**config.mk**
```make
export PLATFORM = sky130hd
export DESIGN_NAME = pc_fetch_unit
export DESIGN_NICKNAME = d
export VERILOG_FILES = /design/src/rtl/cpu_isa_pkg.sv /design/src/rtl/branch_target_gen.sv /design/src/rtl/pc_fetch_unit.sv
export SDC_FILE = /design/constraint.sdc
export NUM_CORES = 1
export LEC_CHECK = 0
export CAP_MARGIN = 15
export CORE_ASPECT_RATIO = 0.6
export CORE_MARGIN = 2
export CORE_UTILIZATION = 49
export CTS_BUF_LIST = sky130_fd_sc_hd__clkbuf_8
export DETAILED_ROUTE_END_ITERATION = 8
export GPL_TIMING_DRIVEN = 1
export HOLD_SLACK_MARGIN = 0.15
export PLACE_DENSITY = 0.93
export SYNTH_ARGS = -nofsm -noshare
export SYNTH_HDL_FRONTEND = slang
export SYNTH_SLANG_ARGS = --single-unit
```
**constraint.sdc**
```tcl
create_clock -name CLK -period 3.1 [get_ports CLK]
set_clock_uncertainty 0.15 [all_clocks]
set_input_delay 0.62 -clock CLK [delete_from_list [all_inputs] [get_ports CLK]]
set_output_delay 0.62 -clock CLK [all_outputs]
set_load 0.02 [all_outputs]
```
**src/rtl/cpu_isa_pkg.sv**
```systemverilog
// Shared ISA definitions for the 16-bit single-cycle CPU: opcodes, the halt word
// and the fetch sequencer state encoding.
package cpu_isa_pkg;

  localparam logic [3:0]  OP_LB     = 4'b0010;
  localparam logic [3:0]  OP_SB     = 4'b0100;
  localparam logic [3:0]  OP_ADDI   = 4'b0101;
  localparam logic [3:0]  OP_ANDI   = 4'b0110;
  localparam logic [3:0]  OP_BNE    = 4'b1001;
  localparam logic [3:0]  OP_BGEZ   = 4'b1010;
  localparam logic [3:0]  OP_BLTZ   = 4'b1011;
  localparam logic [3:0]  OP_RTYPE  = 4'b1111;

  localparam logic [15:0] HALT_WORD = 16'h0000;

  typedef enum logic [1:0] {
    FS_BOOT = 2'd0,
    FS_RUN  = 2'd1,
    FS_HALT = 2'd2
  } fetch_state_e;

  function automatic logic is_branch(input logic [3:0] op);
    return (op == OP_BNE) || (op == OP_BGEZ) || (op == OP_BLTZ);
  endfunction

endpackage

```
**src/rtl/branch_target_gen.sv**
```systemverilog
// PC-relative branch target: addr + (sext(imm6) << 1), wrapping modulo 2^ADDR_W.
module branch_target_gen #(
  parameter int ADDR_W = 8
) (
  input  logic [ADDR_W-1:0] i_addr,
  input  logic [5:0]        i_imm6,
  output logic [ADDR_W-1:0] o_target
);

  logic [ADDR_W-1:0] w_off;

  always_comb begin
    w_off    = ADDR_W'($signed(i_imm6)) << 1;
    o_target = i_addr + w_off;
  end

endmodule

```
**src/rtl/pc_fetch_unit.sv**
```systemverilog
// Program counter and fetch sequencer: BOOT settle delay, sequential/branch PC
// update, halt-word detection and a saturating retired-instruction counter.
module pc_fetch_unit
  import cpu_isa_pkg::*;
#(
  parameter int ADDR_W      = 8,
  parameter int INSN_W      = 16,
  parameter int BOOT_CYCLES = 2,
  parameter int CNT_W       = 16
) (
  input  logic              CLK,
  input  logic              RESET,
  input  logic [INSN_W-1:0] INSN,
  input  logic              BR_TAKEN,
  input  logic              STALL,
  input  logic              RESUME,
  output logic [ADDR_W-1:0] ADDR,
  output logic              INSN_VALID,
  output logic              HALTED,
  output logic [CNT_W-1:0]  RETIRED
);

  localparam int BW = (BOOT_CYCLES > 1) ? $clog2(BOOT_CYCLES) : 1;

  fetch_state_e      r_state, w_state_nxt;
  logic [ADDR_W-1:0] r_addr, w_addr_nxt;
  logic [CNT_W-1:0]  r_retired, w_retired_nxt;
  logic [BW-1:0]     r_boot_cnt, w_boot_cnt_nxt;
  logic              r_halted, w_halted_nxt;

  logic [ADDR_W-1:0] w_target;
  logic              w_is_halt;
  logic              w_take;

  branch_target_gen #(.ADDR_W(ADDR_W)) u_btg (
    .i_addr   (r_addr),
    .i_imm6   (INSN[5:0]),
    .o_target (w_target)
  );

  assign w_is_halt = (INSN == INSN_W'(HALT_WORD));
  assign w_take    = is_branch(INSN[15:12]) && BR_TAKEN;

  always_ff @(posedge CLK or negedge RESET) begin
    if (!RESET) begin
      r_state    <= FS_BOOT;
      r_addr     <= '0;
      r_retired  <= '0;
      r_boot_cnt <= '0;
      r_halted   <= 1'b0;
    end else begin
      r_state    <= w_state_nxt;
      r_addr     <= w_addr_nxt;
      r_retired  <= w_retired_nxt;
      r_boot_cnt <= w_boot_cnt_nxt;
      r_halted   <= w_halted_nxt;
    end
  end

  always_comb begin
    w_state_nxt    = r_state;
    w_addr_nxt     = r_addr;
    w_retired_nxt  = r_retired;
    w_boot_cnt_nxt = r_boot_cnt;
    w_halted_nxt   = r_halted;
    INSN_VALID     = 1'b0;

    unique case (r_state)
      FS_BOOT: begin
        w_addr_nxt     = '0;
        w_boot_cnt_nxt = r_boot_cnt + 1'b1;
        if (r_boot_cnt == BW'(BOOT_CYCLES - 1)) w_state_nxt = FS_RUN;
      end
      FS_RUN: begin
        INSN_VALID = !STALL && !w_is_halt;
        // Stall is checked first so a stalled halt word does not halt the core.
        if (!STALL) begin
          if (w_is_halt) begin
            w_state_nxt  = FS_HALT;
            w_halted_nxt = 1'b1;
          end else begin
            w_addr_nxt = w_take ? w_target : r_addr + ADDR_W'(2);
            if (r_retired != '1) w_retired_nxt = r_retired + 1'b1;
          end
        end
      end
      FS_HALT: begin
        if (RESUME) begin
          w_state_nxt  = FS_RUN;
          w_addr_nxt   = '0;
          w_halted_nxt = 1'b0;
        end
      end
      default: begin
        w_state_nxt = FS_BOOT;
      end
    endcase
  end

  assign ADDR    = r_addr;
  assign HALTED  = r_halted;
  assign RETIRED = r_retired;

endmodule

```
==> flow_metrics.tcl, run 1 <==
set metrics [dict create \
    ys_async_sr_fraction 1.000 \
    ys_seq_elements 27 \
    power_leakage_nw 1.053 \
    hpwl_mm 3.208 \
    arrival_ps 3050 \
    numCtsBuffers 3 \
    clk_pin_slew_worst_paths_ps 90 \
    tritoncts "yes" \
    core-area_sq_um 3223 \
    fp.dieW_microns 78.38 \
    routed_wl_mm 4.045 \
    holdPathEnd "RETIRED[4]" \
    vdd_ir_drop_max_mv 0.5874 \
    fin_crit_ps 3000 \
    grt_max_degree 28 \
    dr.pass1.iters 4 \
    synth.avg_cell_area_sq_um 10.23 \
    synth-xor-area-share 0.08077 \
    dpl_worst_slack_ps -354.9 \
    synthMuxAreaShare 0.02769 \
    cts_sinks 27 \
    row_count 16 \
    worst_pin_slew_ps 512.0 \
    h-tree-depth 1 \
    stdcell_area_sq_um 2295 \
    synthDistinctLibCells 46 \
    finalMaxSlewViolations 0 \
    synth-warning-count 0 \
    synth-compound-area-share 0.1215 \
    antenna_found_initial 0 \
    ant_nets 0 \
    syn_to_final_growth_pct 41.08 \
    slew_headroom 0.6587 \
    hold_violations 0 \
    synthAdderAreaFrac 0.06615 \
    pin_count 47 \
    r2r_cells 8 \
    drive_above_1_share 0.1644 \
    num_antenna_cells 0 \
    clk_latency_ps 270 \
    postCtsHoldBufs 0 \
    setup_viol 0 \
    worst_setup_path_end_kind "flop" \
    start_kind "input pin" \
    synth_flop_cell "dfrtp_1" \
    fin_nets 249 \
    hold_start "RETIRED[4]" \
    power_density_nw_per_um2 590.2 \
    crit_fanout 2 \
    synthCells 159 \
    status "finished clean" \
    synth_edf_count 0 \
    drcViolationCount 0 \
    grt_usage 0.2289 \
    grt_overflow_total 0 \
    yosys.area_share.simple 0.2454 \
    setup_slack_ps 99.83 \
    cp.required_ps 3150 \
    drt_iter0_markers 102 \
    synth_top_family_by_area "simple AND/OR/NAND/NOR gates" \
    period_share 0.9678 \
    clk_path_buf_depth 2 \
    syn_area_sq_um 1627 \
    crit_type "input pin to flop" \
    rsz0062_at_grt "false" \
    r2r_start "ADDR[1]" \
    die_y_microns 48.63 \
    viasPerCell 5.386 \
    grt_pass1_vias 1440 \
    die-area_sq_um 3812 \
    dpl_cell_area_sq_um 2203 \
    vias 1422 \
    wl_per_cell_microns 15.32 \
    grt_pass1_wl_mm 6.782 \
    reg2reg_to "ADDR[7]" \
    fmax_ghz 0.3333 \
    port_buffers 45 \
    min_path_type "flop to flop" \
    ys_seq_area_frac 0.4154 \
    max-cap-violations 0 \
    r2r_setup_slack_ps 800 \
    start_util 0.5047 \
    holdPathStages 1 \
    syn-num-nets 188 \
    root_buffer "clkbuf_8" \
    gp_congestion 0.8940 \
]
-- power breakdown --
| part | switching, W | leakage (nW) | total [W] | internal [W] |
|---|---|---|---|---|
| Clock | 0.000109 | 0.0255 | 0.000199 | 0.0000901 |
| Sequential | 0.0000940 | 0.345 | 0.000526 | 0.000432 |
| Combinational | 0.000309 | 0.682 | 0.000629 | 0.000319 |
| Total | 0.000512 | 1.05 | 0.00135 | 0.000842 |
-- cells in the mapped netlist, types with 3 or more instances --
master | number | share of area
xor2_1 | 4 | 0.022
and2_1 | 4 | 0.015
a21oi_1 | 3 | 0.0092
inv_1 | 6 | 0.014
nor4_2 | 4 | 0.031
ha_1 | 7 | 0.054
nor2_1 | 5 | 0.012
dfrtp_1 | 27 | 0.42
mux2_2 | 3 | 0.021
nand2b_1 | 3 | 0.012
nand3_1 | 6 | 0.018
o21ai_0 | 8 | 0.025
nand2_1 | 18 | 0.042
nand4_1 | 6 | 0.023
and3_1 | 6 | 0.023
xnor2_1 | 11 | 0.059
-- cell type report --
cell class	instances	area [sq um]
Clock buffer	3	41.29
Clock inverter	1	5.005
Fill cell	226	928.4
Inverter	7	31.28
Multi-Input combinational cell	121	913.4
Sequential cell	27	675.6
Tap cell	45	56.30
Timing Repair Buffer	60	571.8
-- registers in the layout (all words and copies together) (netlist names) --
signal,cells
RETIRED,16
ADDR,7
HALTED,1
r_state,2
r_boot_cnt,1
-- worst max-delay path by stage --
| stage | start | to | slack [ps] | cells past startpoint |
|---|---|---|---|---|
| 5_1_grt | BR_TAKEN | ADDR[7] | 5 | 12 |
| 4_1_cts | INSN[15] | ADDR[7] | -10 | 10 |
| 3_5_place_dp | INSN[12] | ADDR[7] | -350 | 13 |
| 2_1_floorplan | INSN[12] | ADDR[7] | 270 | 9 |
| 3_3_place_gp | INSN[12] | ADDR[7] | -240 | 13 |
| 6_report | BR_TAKEN | ADDR[7] | 100 | 12 |
-- per-stage QoR --
step           std cells  power (W)  setup TNS [ps]  hold slack, ps  utilization
2_1_floorplan        159  0.0008271               0           174.4            -
3_3_place_gp         259   0.001118          -619.5           311.0       0.6836
3_5_place_dp         259   0.001147           -1040           330.8       0.6836
4_1_cts              263   0.001350          -12.58           348.7       0.7038
5_1_grt              264   0.001431               0           369.5       0.7120
6_report             264   0.001354               0           348.8       0.7120
-- layout by cell type (no fill, tap or decap), types with 3 or more instances in the layout --
cell type / count
and3_1: 6
dfrtp_1: 27
a21oi_1: 3
clkdlybuf4s50_1: 40
ha_1: 7
buf_4: 15
inv_1: 6
xor2_1: 4
o21ai_0: 7
nand3_1: 6
clkbuf_8: 3
and2_1: 4
mux2_2: 3
nand2_1: 18
nor2_1: 5
nand2b_1: 3
dlymetal6s2s_1: 4
xnor2_1: 11
nand4_1: 6
-- worst max-delay path, cell delays in order --
cell	delay [ps]
clkdlybuf4s50_1	410
nor3b_2	160
buf_4	130
nand2b_1	70
ha_1	170
inv_1	60
fa_1	390
nor2b_2	150
o2111ai_1	140
and3_1	180
or4_1	480
o211ai_1	100
-- metal layers --
layer	track usage	routed length, microns	up-vias
li1	-	-	695
met1	0.3277	2053	674
met2	0.3549	1744	51
met3	0.06530	234	2
met4	0.03509	13	0
met5	0	0	-
-- logic make-up after synthesis --
kind of cell / after synthesis
fa+ha+maj: 8
other cells: 1
xor+xnor: 15
compound gates: 28
mux: 4
simple gates: 65
buf+inv: 11
flops: 27
-- timing repair --
item / in CTS / in global routing
setup endpoints to repair: 2 / 4
setup buffers: 0 / 1
endpoints found under the hold margin: 0 / 0
resized for setup: 5 / 6
pin swaps: 0 / 2
Note: power is estimated with default switching activity, not from simulation.
==> inputs of run 2 (changes only) <==
--- a/config.mk
+++ b/config.mk
@@ -5,12 +5,14 @@
 export SDC_FILE = /design/constraint.sdc
 export NUM_CORES = 1
 export LEC_CHECK = 0
+export ABC_AREA = 1
 export CAP_MARGIN = 15
 export CORE_ASPECT_RATIO = 0.6
 export CORE_MARGIN = 2
-export CORE_UTILIZATION = 49
+export CORE_UTILIZATION = 51
 export CTS_BUF_LIST = sky130_fd_sc_hd__clkbuf_8
 export DETAILED_ROUTE_END_ITERATION = 8
+export GPL_ROUTABILITY_DRIVEN = 0
 export GPL_TIMING_DRIVEN = 1
 export HOLD_SLACK_MARGIN = 0.15
 export PLACE_DENSITY = 0.93
==> flow_metrics.tcl, run 2 <==
set metrics [dict create \
    start_kind "input pin" \
    antenna_found_initial 0 \
    ys_async_sr_fraction 1.000 \
    ys_top_cells_by_count "nand2_1 (99), inv_1 (39), nor2_1 (36)" \
    grt_max_degree 28 \
    power_leakage_nw 1.289 \
    critPathBufInv 3 \
    num_antenna_cells 0 \
    rsz0062_at_grt "false" \
    h-tree-depth 1 \
    drcViolationCount 0 \
    fin_cells 378 \
    crit_type "input pin to flop" \
    pin_count 47 \
    worst_setup_path_end_kind "flop" \
    critPathMostFrequentCell "nand3_1" \
    dpl_cell_area_sq_um 2441 \
    synth-warning-count 0 \
    ant_nets 0 \
    final_cell_mix "nand2_1 (99), clkdlybuf4s50_1 (44), inv_1 (40), nor2_1 (35), dfrtp_1 (27)" \
    vias 1914 \
    period_share 0.8682 \
    cp.required_ps 3120 \
    critPathSlowestCell "clkdlybuf4s50_1" \
    synth.top_cell.area_share 0.3484 \
    yosys.area.top_type "dfrtp_1" \
    place_inst 374 \
    fin_crit_ps 2691 \
    power_density_nw_per_um2 556.6 \
    finalMaxSlewViolations 0 \
    status "finished clean" \
    synth.avg_cell_area_sq_um 6.877 \
    numCtsBuffers 3 \
    ys_seq_elements 27 \
    port_buffers 45 \
    grt_usage 0.2338 \
    grt_pass1_vias 1792 \
    setup_slack_ps 408.7 \
    routed_wl_mm 4.638 \
    syn-num-nets 311 \
    grt_pass1_wl_mm 8.100 \
    post_cts_buffers 0 \
    hold_violations 0 \
    vdd_ir_drop_max_mv 0.3230 \
    slew_headroom 0.2980 \
    largest_register_ffs 16 \
    wl_per_cell_microns 12.27 \
    synthDistinctLibCells 25 \
    clk_latency_ps 270 \
    min_path_type "flop to flop" \
    fin_nets 361 \
    cts_sinks 27 \
    fmax_ghz 0.3716 \
    fp.dieW_microns 83.61 \
    path_delay_family "simple AND/OR/NAND/NOR gates" \
    tns_ps 0 \
    setup_viol 0 \
    arrival_ps 2710 \
    synth_edf_count 0 \
    grt_overflow_total 0 \
    clk_path_buf_depth 2 \
    die_y_microns 51.77 \
    ys_seq_area_frac 0.3484 \
    syn_to_final_growth_pct 28.45 \
    drt_iter0_markers 206 \
    clk_pin_slew_worst_paths_ps 90 \
    viasPerCell 5.063 \
    die-area_sq_um 4328 \
    synth.area.top_cells "dfrtp_1 (35%), nand2_1 (19%), inv_1 (7.5%), nor2_1 (7.0%), xor2_1 (5.9%)" \
    stdcell_area_sq_um 2491 \
    synthMostInstantiatedCell "nand2_1" \
    worst_pin_slew_ps 1052 \
    crit_fanout 3 \
    dr.pass1.iters 6 \
    dpl_worst_slack_ps 99.22 \
    start_util 0.5301 \
    synth_flop_cell "dfrtp_1" \
    root_buffer "clkbuf_8" \
    drive_above_1_share 0.08459 \
    max-cap-violations 0 \
    final_common_cell "nand2_1" \
    syn_area_sq_um 1939 \
    core-area_sq_um 3659 \
    tritoncts "yes" \
    hpwl_mm 3.723 \
    synthCells 282 \
    row_count 17 \
    path_cells "clkdlybuf4s50_1, nand3_1, nor2_1, inv_1, or2_2, ha_1, inv_1, fa_1, nor3_1, nor2_1, nand3_1, nand3_1, nand2_1" \
    slowest_delay_ps 500 \
    whs_ps 327.4 \
]
## run 2: changes by cell type in the layout (fill, tap and decap cells not counted), moves of 9 or more
cell | previous run | this run
buf_4 | 15 | 3
inv_1 | 6 | 40
nand2_1 | 18 | 99
nand3_1 | 6 | 18
nor2_1 | 5 | 35
xnor2_1 | 11 | 1
xor2_1 | 4 | 13
## run 2: per-layer routing
metal / track usage / up-vias / routed length [microns]
li1: - / 967 / -
met1: 0.3421 / 847 / 2132
met2: 0.3680 / 94 / 1991
met3: 0.04444 / 6 / 465
met4: 0.04301 / 0 / 48
met5: 0 / - / 0
## run 2: logic make-up after synthesis
| kind of cell | count (synthesis) | synth area share |
|---|---|---|
| XOR/XNOR | 14 | 0.06323 |
| AND/OR/NAND/NOR | 173 | 0.3806 |
| AO/OA/AOI/OAI | 16 | 0.05677 |
| other | 1 | 0.001934 |
| buffers and inverters | 43 | 0.09355 |
| flip-flops | 27 | 0.3484 |
| adder cells (fa/ha/maj) | 8 | 0.05548 |
## run 2: layout make-up
cell class / instances / area [sq um]
Fill cell: 313 / 1167
Timing Repair Buffer: 48 / 475.5
Sequential cell: 27 / 675.6
Multi-Input combinational cell: 212 / 1085
Inverter: 40 / 151.4
Clock inverter: 1 / 3.754
Tap cell: 47 / 58.81
Clock buffer: 3 / 41.29
## run 2: per-stage QoR
stage / utilization / power [W]
2_1_floorplan: - / 0.0009168
6_report: 0.6809 / 0.001387
3_3_place_gp: 0.6672 / 0.001171
3_5_place_dp: 0.6672 / 0.001193
4_1_cts: 0.6795 / 0.001389
5_1_grt: 0.6809 / 0.001491
## run 2: final timing paths
path | start | endpoint | slack [ps] | cells past startpoint
setup / recovery | INSN[15] | ADDR[7] | 410 | 13
hold / removal | r_boot_cnt | r_boot_cnt | 330 | 1
setup reg to reg | RETIRED[0] | RETIRED[8] | 800 | 8
hold reg to reg | r_boot_cnt | r_boot_cnt | 330 | 1
max in group asynchronous | RESET | HALTED | 1970 | 2
min in group asynchronous | RESET | RETIRED[15] | 570 | 2
## run 2: repair_timing
| item | in CTS | in global routing |
|---|---|---|
| endpoints found under the hold margin | 0 | 0 |
| endpoints found under the setup margin | 0 | 1 |
| hold buffers | 0 | 0 |
| gates resized for setup | 0 | 2 |
## run 2: report_power, final
part           total (W)  leakage [nW]  internal (W)  switching (W)
combinational   0.000657         0.917      0.000296       0.000361
sequential      0.000534         0.345      0.000436      0.0000983
clock           0.000195        0.0269     0.0000888       0.000107
total            0.00139          1.29      0.000821       0.000566
==> inputs of run 3 (changes only) <==
--- a/config.mk
+++ b/config.mk
@@ -8,14 +8,15 @@
 export ABC_AREA = 1
 export CAP_MARGIN = 15
 export CORE_ASPECT_RATIO = 0.6
-export CORE_MARGIN = 2
-export CORE_UTILIZATION = 51
+export CORE_MARGIN = 5
+export CORE_UTILIZATION = 60
 export CTS_BUF_LIST = sky130_fd_sc_hd__clkbuf_8
 export DETAILED_ROUTE_END_ITERATION = 8
+export DONT_BUFFER_PORTS = 1
 export GPL_ROUTABILITY_DRIVEN = 0
 export GPL_TIMING_DRIVEN = 1
 export HOLD_SLACK_MARGIN = 0.15
-export PLACE_DENSITY = 0.93
+export PLACE_DENSITY = 0.87
 export SYNTH_ARGS = -nofsm -noshare
 export SYNTH_HDL_FRONTEND = slang
 export SYNTH_SLANG_ARGS = --single-unit
==> flow_metrics.tcl, run 3 (synthesis gave the netlist of run 2 again) <==
set metrics [dict create \
    status "finished clean" \
    h-tree-depth 1 \
    combinationalPowerShare 0.299 \
    drt_iter0_markers 167 \
    r2r_start "RETIRED[0]" \
    routed_wl_mm 4.263 \
    core-area_sq_um 3183 \
    fp.dieW_microns 83.40 \
    fin_crit_ps 2372 \
    worst_setup_path_end_kind "flop" \
    clk_path_buf_depth 2 \
    r2r_cells 8 \
    period_share 0.7651 \
    drcViolationCount 0 \
    switching_share 0.4442 \
    clk_latency_ps 270 \
    holdPathStages 1 \
    power_density_nw_per_um2 586.4 \
    setup_viol 0 \
    power_leakage_nw 1.114 \
    port_buffers 0 \
    dr.pass1.iters 4 \
    fin_total_pwr_w 0.001202 \
    final_common_cell "nand2_1" \
    fill_cells 259 \
    clk_pin_slew_worst_paths_ps 80 \
    cp.required_ps 3150 \
    hpwl_mm 3.382 \
    vias 1736 \
    pin_count 47 \
    syn_to_final_growth_pct 5.678 \
    cts_resized 0 \
    fmax_ghz 0.4216 \
    largest_register_ffs 16 \
    regArea_sq_um 675.6 \
    postCtsHoldBufs 2 \
    drive_above_1_share 0.09441 \
    tns_ps 0 \
    num_antenna_cells 0 \
    multi_input_area_sq_um 1082 \
    arrival_ps 2420 \
    viasPerCell 5.245 \
    max-cap-violations 0 \
    r2r_setup_slack_ps 730 \
    crit_type "flop to flop" \
    post_cts_buffers 0 \
    slew_headroom 0.3115 \
    grt_max_degree 28 \
    clkPwrFrac 0.163 \
    whs_ps 321.0 \
    pwr-share-seq 0.537 \
    fin_nets 316 \
    root_buffer "clkbuf_8" \
    place_inst 325 \
    antenna_found_initial 0 \
    final_cell_mix "nand2_1 (99), inv_1 (39), nor2_1 (36), dfrtp_1 (27), nand3_1 (18)" \
    fin_cells 331 \
    hold_violations 0 \
    grt_pass1_wl_mm 7.514 \
    worst_pin_slew_ps 1032 \
    reg2reg_to "RETIRED[3]" \
    crit_fanout 23 \
    ant_nets 0 \
    cts_sinks 27 \
    grt_pass1_vias 1669 \
    die_y_microns 54.04 \
    vdd_ir_drop_max_mv 0.3320 \
    min_path_type "flop to flop" \
    rsz0062_at_grt "false" \
    grt_usage 0.2091 \
    finalMaxSlewViolations 0 \
    hold_start "r_boot_cnt" \
    p_int_w 0.0006679 \
    numCtsBuffers 3 \
    holdPathEnd "r_boot_cnt" \
    grt_overflow_total 0 \
    start_util 0.6093 \
    row_count 16 \
    wl_per_cell_microns 12.88 \
    tritoncts "yes" \
    die-area_sq_um 4507 \
    start_kind "flop" \
    p_switching_w 0.0005339 \
]
run 3: how the worst max path moves through the flow:
stage          slack (ps)        from     endpoint
5_1_grt               590  RETIRED[0]   RETIRED[2]
4_1_cts               740  RETIRED[0]  RETIRED[11]
3_5_place_dp          620    INSN[12]      ADDR[7]
2_1_floorplan         760    INSN[12]      ADDR[7]
3_3_place_gp          690    INSN[14]      ADDR[7]
6_report              730  RETIRED[0]   RETIRED[3]
run 3: layer usage:
metal / up-vias / GRT usage / wire length [microns]
met4: 0 / 0.04348 / 23
met2: 64 / 0.3457 / 1834
li1: 877 / - / -
met1: 791 / 0.2832 / 2054
met3: 4 / 0.05199 / 351
met5: - / 0 / 0
run 3: worst max-delay path, stage by stage (launching register included):
cell and delay, ps:
dfrtp_1 500, ha_1 280, inv_1 110, nor2_4 70, nand2_4 80, o21ai_2 60
nor2_2 770, nand2_1 170, o21ai_2 100
run 3: cell type report:
type / instances / share of cell area
Sequential cell: 27 / 0.3297
Multi-Input combinational cell: 212 / 0.5281
Clock inverter: 1 / 0.002442
Clock buffer: 3 / 0.02015
Timing Repair Buffer: 3 / 0.01831
Inverter: 40 / 0.07387
Tap cell: 45 / 0.02747
run 3: power by group through the flow:
| stage | clock (W) | combinational (W) | sequential, W |
|---|---|---|---|
| 2_1_floorplan | 0 | 0.000298 | 0.000619 |
| 4_1_cts | 0.000203 | 0.000359 | 0.000649 |
| 3_5_place_dp | 0 | 0.000346 | 0.000656 |
| 3_3_place_gp | 0 | 0.000335 | 0.000652 |
| 5_1_grt | 0.000215 | 0.000414 | 0.000665 |
| 6_report | 0.000196 | 0.000359 | 0.000646 |
run 3: stage by stage:
step	util	setup WS, ps	cell area [sq um]
floorplan	-	762.9	1939
global placement	0.6199	695.0	1973
detailed placement	0.6199	622.4	1973
CTS	0.6439	737.5	2049
global route	0.6439	591.2	2049
finish	0.6439	728.3	2049
